**config.mk**
```make
export PLATFORM = sky130hd
export DESIGN_NAME = hazard_scoreboard_flat
export DESIGN_NICKNAME = d
export VERILOG_FILES = /design/src/rtl/hazard_scoreboard_if.sv /design/src/rtl/hazard_scoreboard.sv /design/src/flat_wrapper.sv
export SDC_FILE = /design/constraint.sdc
export NUM_CORES = 1
export LEC_CHECK = 0
export ABC_CLOCK_PERIOD_IN_PS = 4830
export CORE_MARGIN = 1.5
export CORE_UTILIZATION = 25
export DETAILED_ROUTE_END_ITERATION = 7
export HOLD_SLACK_MARGIN = 0.12
export PLACE_DENSITY = 0.43
export SLEW_MARGIN = 20
export SYNTH_ARGS = -nofsm -noshare
export SYNTH_HDL_FRONTEND = slang
export SYNTH_SLANG_ARGS = --single-unit
export TNS_END_PERCENT = 20
```
**constraint.sdc**
```tcl
create_clock -name clk -period 4.83 [get_ports clk]
set_input_delay 0.7245 -clock clk [delete_from_list [all_inputs] [get_ports clk]]
set_output_delay 0.7245 -clock clk [all_outputs]
set_load 0.005 [all_outputs]
```
**src/rtl/hazard_scoreboard_if.sv**
```systemverilog
// hazard_scoreboard_if: decode/stage status bundle for the hazard scoreboard.
//   master : pipeline side, drives decode-stage operand info, downstream stage
//            status, long-latency completion and flush; observes selects/stalls.
//   slave  : scoreboard side, the mirror of master.
// ds_raddr packs operand i at [i*AW +: AW]; st_dest packs stage k at [k*AW +: AW];
// fwd_sel packs operand i at [i*SELW +: SELW].
interface hazard_scoreboard_if #(
  parameter int unsigned NREG = 32,
  parameter int unsigned NSRC = 2,
  parameter int unsigned NFWD = 3
);
  localparam int unsigned AW   = $clog2(NREG);
  localparam int unsigned SELW = $clog2(NFWD + 1);

  logic [NSRC*AW-1:0]   ds_raddr;
  logic [NSRC-1:0]      ds_rd_en;
  logic                 ds_is_branch;
  logic [AW-1:0]        ds_dest;
  logic                 ds_gr_we;
  logic                 ds_long;
  logic                 ds_is_cp0;
  logic                 ds_go;
  logic [NFWD-1:0]      st_valid;
  logic [NFWD-1:0]      st_gr_we;
  logic [NFWD*AW-1:0]   st_dest;
  logic [NFWD-1:0]      st_ready;
  logic                 long_done;
  logic [AW-1:0]        long_dest;
  logic                 flush;
  logic [NSRC*SELW-1:0] fwd_sel;
  logic                 stall_d;
  logic                 stall_f;
  logic                 sb_busy;

  modport master (
    output ds_raddr, ds_rd_en, ds_is_branch, ds_dest, ds_gr_we, ds_long, ds_is_cp0, ds_go,
    output st_valid, st_gr_we, st_dest, st_ready, long_done, long_dest, flush,
    input  fwd_sel, stall_d, stall_f, sb_busy
  );

  modport slave (
    input  ds_raddr, ds_rd_en, ds_is_branch, ds_dest, ds_gr_we, ds_long, ds_is_cp0, ds_go,
    input  st_valid, st_gr_we, st_dest, st_ready, long_done, long_dest, flush,
    output fwd_sel, stall_d, stall_f, sb_busy
  );
endinterface

```
**src/rtl/hazard_scoreboard.sv**
```systemverilog
// hazard_scoreboard: forwarding-select and stall generation for the decode stage,
// with a scoreboard of outstanding long-latency GPR writes and a CP0 fetch gap.
// Ports:
//   clk    : pipeline clock, all state on the rising edge
//   resetn : asynchronous active-low reset
//   bus    : hazard_scoreboard_if.slave (decode operands, stage status,
//            long-latency completion, flush in; fwd_sel/stall_d/stall_f/sb_busy out)
module hazard_scoreboard #(
  parameter int unsigned NREG         = 32,
  parameter int unsigned NSRC         = 2,
  parameter int unsigned NFWD         = 3,
  parameter int unsigned BR_MIN_STAGE = 1,
  parameter int unsigned LONG_MAX     = 2,
  parameter int unsigned CP0_GAP      = 3
) (
  input  logic               clk,
  input  logic               resetn,
  hazard_scoreboard_if.slave bus
);
  localparam int unsigned AW   = $clog2(NREG);
  localparam int unsigned SELW = $clog2(NFWD + 1);
  localparam int unsigned CW   = $clog2(LONG_MAX + 1);
  localparam int unsigned GW   = $clog2(CP0_GAP + 1);

  logic [NREG-1:0]      pending_q, pending_d;
  logic [CW-1:0]        count_q, count_d;
  logic [GW-1:0]        cp0_cnt_q, cp0_cnt_d;
  logic [NSRC*SELW-1:0] fwd_sel;
  logic                 fwd_stall, raw_stall, waw_stall, cap_stall;
  logic                 stall_d, issue, cnt_inc, cnt_dec;

  // Per-operand producer search; the first hit in index order is the youngest.
  always_comb begin : fwd_search
    logic [AW-1:0] raddr;
    logic          hit;
    fwd_sel   = '0;
    fwd_stall = 1'b0;
    raw_stall = 1'b0;
    raddr     = '0;
    hit       = 1'b0;
    for (int i = 0; i < NSRC; i++) begin
      raddr = bus.ds_raddr[i*AW +: AW];
      hit   = 1'b0;
      if (bus.ds_rd_en[i] && raddr != '0) begin
        if (pending_q[raddr]) raw_stall = 1'b1;
        for (int k = 0; k < NFWD; k++) begin
          if (!hit && bus.st_valid[k] && bus.st_gr_we[k] &&
              bus.st_dest[k*AW +: AW] == raddr) begin
            hit = 1'b1;
            // Branches resolve in ID, so the EX result arrives too late for them.
            if (bus.st_ready[k] && (!bus.ds_is_branch || k >= int'(BR_MIN_STAGE))) begin
              fwd_sel[i*SELW +: SELW] = SELW'(k + 1);
            end else begin
              fwd_stall = 1'b1;
            end
          end
        end
      end
    end
  end

  always_comb begin
    waw_stall = bus.ds_gr_we && pending_q[bus.ds_dest];
    cap_stall = bus.ds_long && (count_q == CW'(LONG_MAX));
    stall_d   = fwd_stall || raw_stall || waw_stall || cap_stall;
    issue     = bus.ds_go && !stall_d;
    cnt_inc   = issue && bus.ds_long;
    cnt_dec   = bus.long_done;
  end

  always_comb begin
    pending_d = pending_q;
    count_d   = count_q;
    cp0_cnt_d = cp0_cnt_q;
    if (bus.flush) begin
      pending_d = '0;
      count_d   = '0;
      cp0_cnt_d = '0;
    end else begin
      if (bus.long_done) pending_d[bus.long_dest] = 1'b0;
      // Applied after the clear so a same-register set wins.
      if (issue && bus.ds_long && bus.ds_gr_we && bus.ds_dest != '0) begin
        pending_d[bus.ds_dest] = 1'b1;
      end
      if (cnt_inc && !cnt_dec) begin
        count_d = count_q + CW'(1);
      end else if (cnt_dec && !cnt_inc && count_q != '0) begin
        count_d = count_q - CW'(1);
      end
      if (issue && bus.ds_is_cp0) begin
        cp0_cnt_d = GW'(CP0_GAP);
      end else if (cp0_cnt_q != '0) begin
        cp0_cnt_d = cp0_cnt_q - GW'(1);
      end
    end
  end

  always_ff @(posedge clk or negedge resetn) begin
    if (!resetn) begin
      pending_q <= '0;
      count_q   <= '0;
      cp0_cnt_q <= '0;
    end else begin
      pending_q <= pending_d;
      count_q   <= count_d;
      cp0_cnt_q <= cp0_cnt_d;
    end
  end

  assign bus.fwd_sel = fwd_sel;
  assign bus.stall_d = stall_d;
  assign bus.stall_f = stall_d || (cp0_cnt_q != '0);
  assign bus.sb_busy = |pending_q;

endmodule

```
**src/flat_wrapper.sv**
```systemverilog
// flat-port wrapper written by rule: the top's interface ports become plain ports
module hazard_scoreboard_flat 
#(
  parameter int unsigned NREG         = 32,
  parameter int unsigned NSRC         = 2,
  parameter int unsigned NFWD         = 3,
  parameter int unsigned BR_MIN_STAGE = 1,
  parameter int unsigned LONG_MAX     = 2,
  parameter int unsigned CP0_GAP      = 3
)
  (clk, resetn, bus_ds_raddr, bus_ds_rd_en, bus_ds_is_branch, bus_ds_dest, bus_ds_gr_we, bus_ds_long, bus_ds_is_cp0, bus_ds_go, bus_st_valid, bus_st_gr_we, bus_st_dest, bus_st_ready, bus_long_done, bus_long_dest, bus_flush, bus_fwd_sel, bus_stall_d, bus_stall_f, bus_sb_busy);
  hazard_scoreboard_if #(.NREG(NREG), .NSRC(NSRC), .NFWD(NFWD)) bus_i ();
  input  logic clk;
  input  logic resetn;
  input wire logic [$bits(bus_i.ds_raddr)-1:0] bus_ds_raddr;
  input wire logic [$bits(bus_i.ds_rd_en)-1:0] bus_ds_rd_en;
  input wire logic [$bits(bus_i.ds_is_branch)-1:0] bus_ds_is_branch;
  input wire logic [$bits(bus_i.ds_dest)-1:0] bus_ds_dest;
  input wire logic [$bits(bus_i.ds_gr_we)-1:0] bus_ds_gr_we;
  input wire logic [$bits(bus_i.ds_long)-1:0] bus_ds_long;
  input wire logic [$bits(bus_i.ds_is_cp0)-1:0] bus_ds_is_cp0;
  input wire logic [$bits(bus_i.ds_go)-1:0] bus_ds_go;
  input wire logic [$bits(bus_i.st_valid)-1:0] bus_st_valid;
  input wire logic [$bits(bus_i.st_gr_we)-1:0] bus_st_gr_we;
  input wire logic [$bits(bus_i.st_dest)-1:0] bus_st_dest;
  input wire logic [$bits(bus_i.st_ready)-1:0] bus_st_ready;
  input wire logic [$bits(bus_i.long_done)-1:0] bus_long_done;
  input wire logic [$bits(bus_i.long_dest)-1:0] bus_long_dest;
  input wire logic [$bits(bus_i.flush)-1:0] bus_flush;
  output wire logic [$bits(bus_i.fwd_sel)-1:0] bus_fwd_sel;
  output wire logic [$bits(bus_i.stall_d)-1:0] bus_stall_d;
  output wire logic [$bits(bus_i.stall_f)-1:0] bus_stall_f;
  output wire logic [$bits(bus_i.sb_busy)-1:0] bus_sb_busy;
  assign bus_i.ds_raddr = bus_ds_raddr;
  assign bus_i.ds_rd_en = bus_ds_rd_en;
  assign bus_i.ds_is_branch = bus_ds_is_branch;
  assign bus_i.ds_dest = bus_ds_dest;
  assign bus_i.ds_gr_we = bus_ds_gr_we;
  assign bus_i.ds_long = bus_ds_long;
  assign bus_i.ds_is_cp0 = bus_ds_is_cp0;
  assign bus_i.ds_go = bus_ds_go;
  assign bus_i.st_valid = bus_st_valid;
  assign bus_i.st_gr_we = bus_st_gr_we;
  assign bus_i.st_dest = bus_st_dest;
  assign bus_i.st_ready = bus_st_ready;
  assign bus_i.long_done = bus_long_done;
  assign bus_i.long_dest = bus_long_dest;
  assign bus_i.flush = bus_flush;
  assign bus_fwd_sel = bus_i.fwd_sel;
  assign bus_stall_d = bus_i.stall_d;
  assign bus_stall_f = bus_i.stall_f;
  assign bus_sb_busy = bus_i.sb_busy;
  hazard_scoreboard #(.NREG(NREG), .NSRC(NSRC), .NFWD(NFWD), .BR_MIN_STAGE(BR_MIN_STAGE), .LONG_MAX(LONG_MAX), .CP0_GAP(CP0_GAP)) u_core (.clk(clk), .resetn(resetn), .bus(bus_i));
endmodule
```
==> run metrics <==
kind of launch point of the worst setup path=primary input; via count=3468; final period utilization=94.13%; Worst-Margin Slew=879.5 ps; Net Count, Synth=442; Psw=0.2645 mW; Post-CTS Setup Bufs=0; Post-DRT Antenna Nets=0; Hold Crit Class=in2async; ys async rst share=100.0%; clock sinks=36; vias in the first global route=3412; layout cells sized above 1=11.91%; top cell type's share of synthesized area=25.96%; CTS Buf Count=5; largest net degree at the start of global routing=37; GPL Wtd Cong=0.8573; Clock Power Share=37.4%; max-cap viol count=0; TritonCTS clock tree=done; clk root buf=clkbuf_16; global route overflow=0; die extent in y=120.8 um; vias per cell=5.585; fmax=219.9 MHz; WP data arrival=3820 ps; r2r endpoint=u_core.pending_q[28]; Rows=42; clk buf depth=2; kind of critical path=in2out; DP HPWL=10480 um; count of final setup violators=0; Req. time, crit path=4110 ps; Clk pin slew, worst setup/hold paths=50 ps; drt total wl=13530 um; synthesis-stage register bit count=36; Leak=1.641 nW; setup TNS=0 ps; Initial Util=25.90%; PostCTS Resize Cnt=0; Core Area=13400 um2; DIE AREA=14600 um2; first-pass GRT wire length=20640 um; DP Area=4304 um2; syn avg cell area=8.992 um2; CP max stage cell=clkdlybuf4s50_1; largest area contributor in the netlist=dfrtp_1; Critical Path End=bus_stall_d; EDFF count, synth=0; RSZ-0062 raised after global routing=no; Multi-input gate area=2431 um2; Worst R2R Path Depth=8; r2r setup slk=1550 ps; die width=120.8 um; total power=0.9087 mW; Final min period=4547 ps; crit-path max FO=8; Primary FF master, synth=dfrtp_1; Final Slew Violations=0; Final Hold Viols=0; nets=501; max_slew headroom=41.37%; initial antenna violation count=0; latest clock arrival within the worst-skew pair=280 ps; synthesized cell area=3471 um2; Net Sw Frac=29.11%; CTS Hold Bufs=0; n_diodes=0; P&R area growth vs syn=28.41%; Synth area leaders=dfrtp_1, mux4_2, o31ai_1; H-tree depth=2; Max IR drop VDD=0.1545 mV; Reg2Reg Launch Point=u_core.pending_q[31]; number of port buffers=61; PD cells=203.9 nW/um2; wire length per cell=21.78 um; Yosys cell types=57; GRT Util Overall=18.66%; most frequent cell after synthesis=dfrtp_1; Combinational Power Share=27.7%; internal power=0.6442 mW; synth cell count leaders=dfrtp_1, nand2_1, nor2b_1; DRT Pass-1 Iters=4; slowest stage delay, CP=620 ps; sequential cell area fraction in the yosys report=25.96%; CP Cell Sequence=clkdlybuf4s50_1 > buf_4 > mux4_2 > mux4_2 > and3_1 > a2111o_1 > nor3_2 > inv_2 > clkdlybuf4s50_1; Initial DRC Count=267; # DRC=0; cells after synthesis=386; Setup Skew=2.879 ps; FF+latch area=900.9 um2; crit end category=output pin; Ys Warns=0; fill count=1425; Setup crit start=bus_ds_raddr[1]; status=finished, final reports clean; post-route cell area=4457 um2; # IOs=62; sequential share of power=34.9%
==> registers in the layout, summed over array words and instances (netlist names) <==
signal            count
u_core.cp0_cnt_q      2
u_core.count_q        2
u_core.pending_q     32
==> power by group through the flow <==
| stage | clock network (mW) | registers [mW] | logic (mW) |
|---|---|---|---|
| final | 0.340 | 0.317 | 0.252 |
| after global placement | 0 | 0.322 | 0.245 |
| after detailed placement | 0 | 0.322 | 0.252 |
| after floorplan | 0 | 0.321 | 0.131 |
| after CTS | 0.344 | 0.317 | 0.254 |
| after global routing | 0.358 | 0.319 | 0.276 |
==> cell type report <==
type	count	area share, %
multi-input cells	319	54.55
flip-flops and latches	36	20.21
repair buffers	78	16.45
well taps	176	4.941
clock buffers	7	3.425
inverters	5	0.4211
==> worst min path at each step <==
stage	start	end	slack [ps]	cells after the start
5_1_grt	resetn	u_core.pending_q[5]	630	1
3_5_place_dp	u_core.pending_q[0]	u_core.pending_q[0]	600	2
2_1_floorplan	resetn	u_core.count_q[0]	430	0
3_3_place_gp	u_core.cp0_cnt_q[1]	u_core.cp0_cnt_q[1]	550	2
6_report	resetn	u_core.pending_q[5]	570	1
4_1_cts	resetn	u_core.pending_q[9]	600	1
==> metrics by stage <==
stage / setup slack [ps] / util, % / instances / hold slack, ps
5_1_grt: 97.59 / 33.26 / 621 / 632.3
3_5_place_dp: 221.4 / 32.12 / 614 / 602.7
2_1_floorplan: 1229 / - / 386 / 428.9
3_3_place_gp: 243.2 / 32.12 / 614 / 550.4
6_report: 283.4 / 33.26 / 621 / 565.7
4_1_cts: 210.8 / 33.26 / 621 / 598.5
==> layer usage <==
metal,global-route usage [%],wire [um]
met1,25.65,6032
met2,30.65,6402
met3,2.453,877
met4,5.368,216
met5,0,0
==> cell usage in the layout (no fill, tap or decap), types with 3 or more instances in the layout <==
cell / Yosys / routed
clkdlybuf4s50_1: 0 / 60
dfrtp_1: 36 / 36
nand2_1: 35 / 35
nor2b_1: 25 / 25
o31ai_1: 24 / 24
o21ai_0: 21 / 21
nand3b_1: 20 / 20
mux4_2: 18 / 18
xor2_1: 17 / 17
buf_4: 0 / 17
xnor2_1: 14 / 14
nor4_1: 13 / 13
nand3_1: 12 / 12
nor2_1: 12 / 12
mux2i_1: 11 / 11
a21oi_1: 10 / 10
nand2b_1: 8 / 8
nand4_1: 7 / 7
nor3_1: 7 / 7
nor3b_1: 7 / 7
o41ai_1: 5 / 5
clkbuf_16: 0 / 5
inv_1: 4 / 4
or3_1: 4 / 4
o211ai_1: 3 / 3
or4_1: 3 / 3
a31oi_1: 3 / 3
or2_2: 3 / 3
==> logic make-up (layout without fill, tap and decap cells) <==
| family | count (synthesis) | in the layout | synth area share (%) |
|---|---|---|---|
| compound gates | 90 | 90 | 18.31 |
| simple gates | 164 | 164 | 26.96 |
| buf+inv | 31 | 90 | 4.001 |
| fa+ha+maj | 1 | 1 | 0.3604 |
| mux | 33 | 33 | 16.58 |
| xor+xnor | 31 | 31 | 7.823 |
| flops | 36 | 36 | 25.96 |
==> worst max-delay path, delay by kind of cell <==
family | cells | cell delay (ps)
AO/OA/AOI/OAI | 1 | 380
buffers and inverters | 4 | 1440
multiplexers | 2 | 830
AND/OR/NAND/NOR | 2 | 460
No activity file was read; power rests on OpenSTA's default activity.
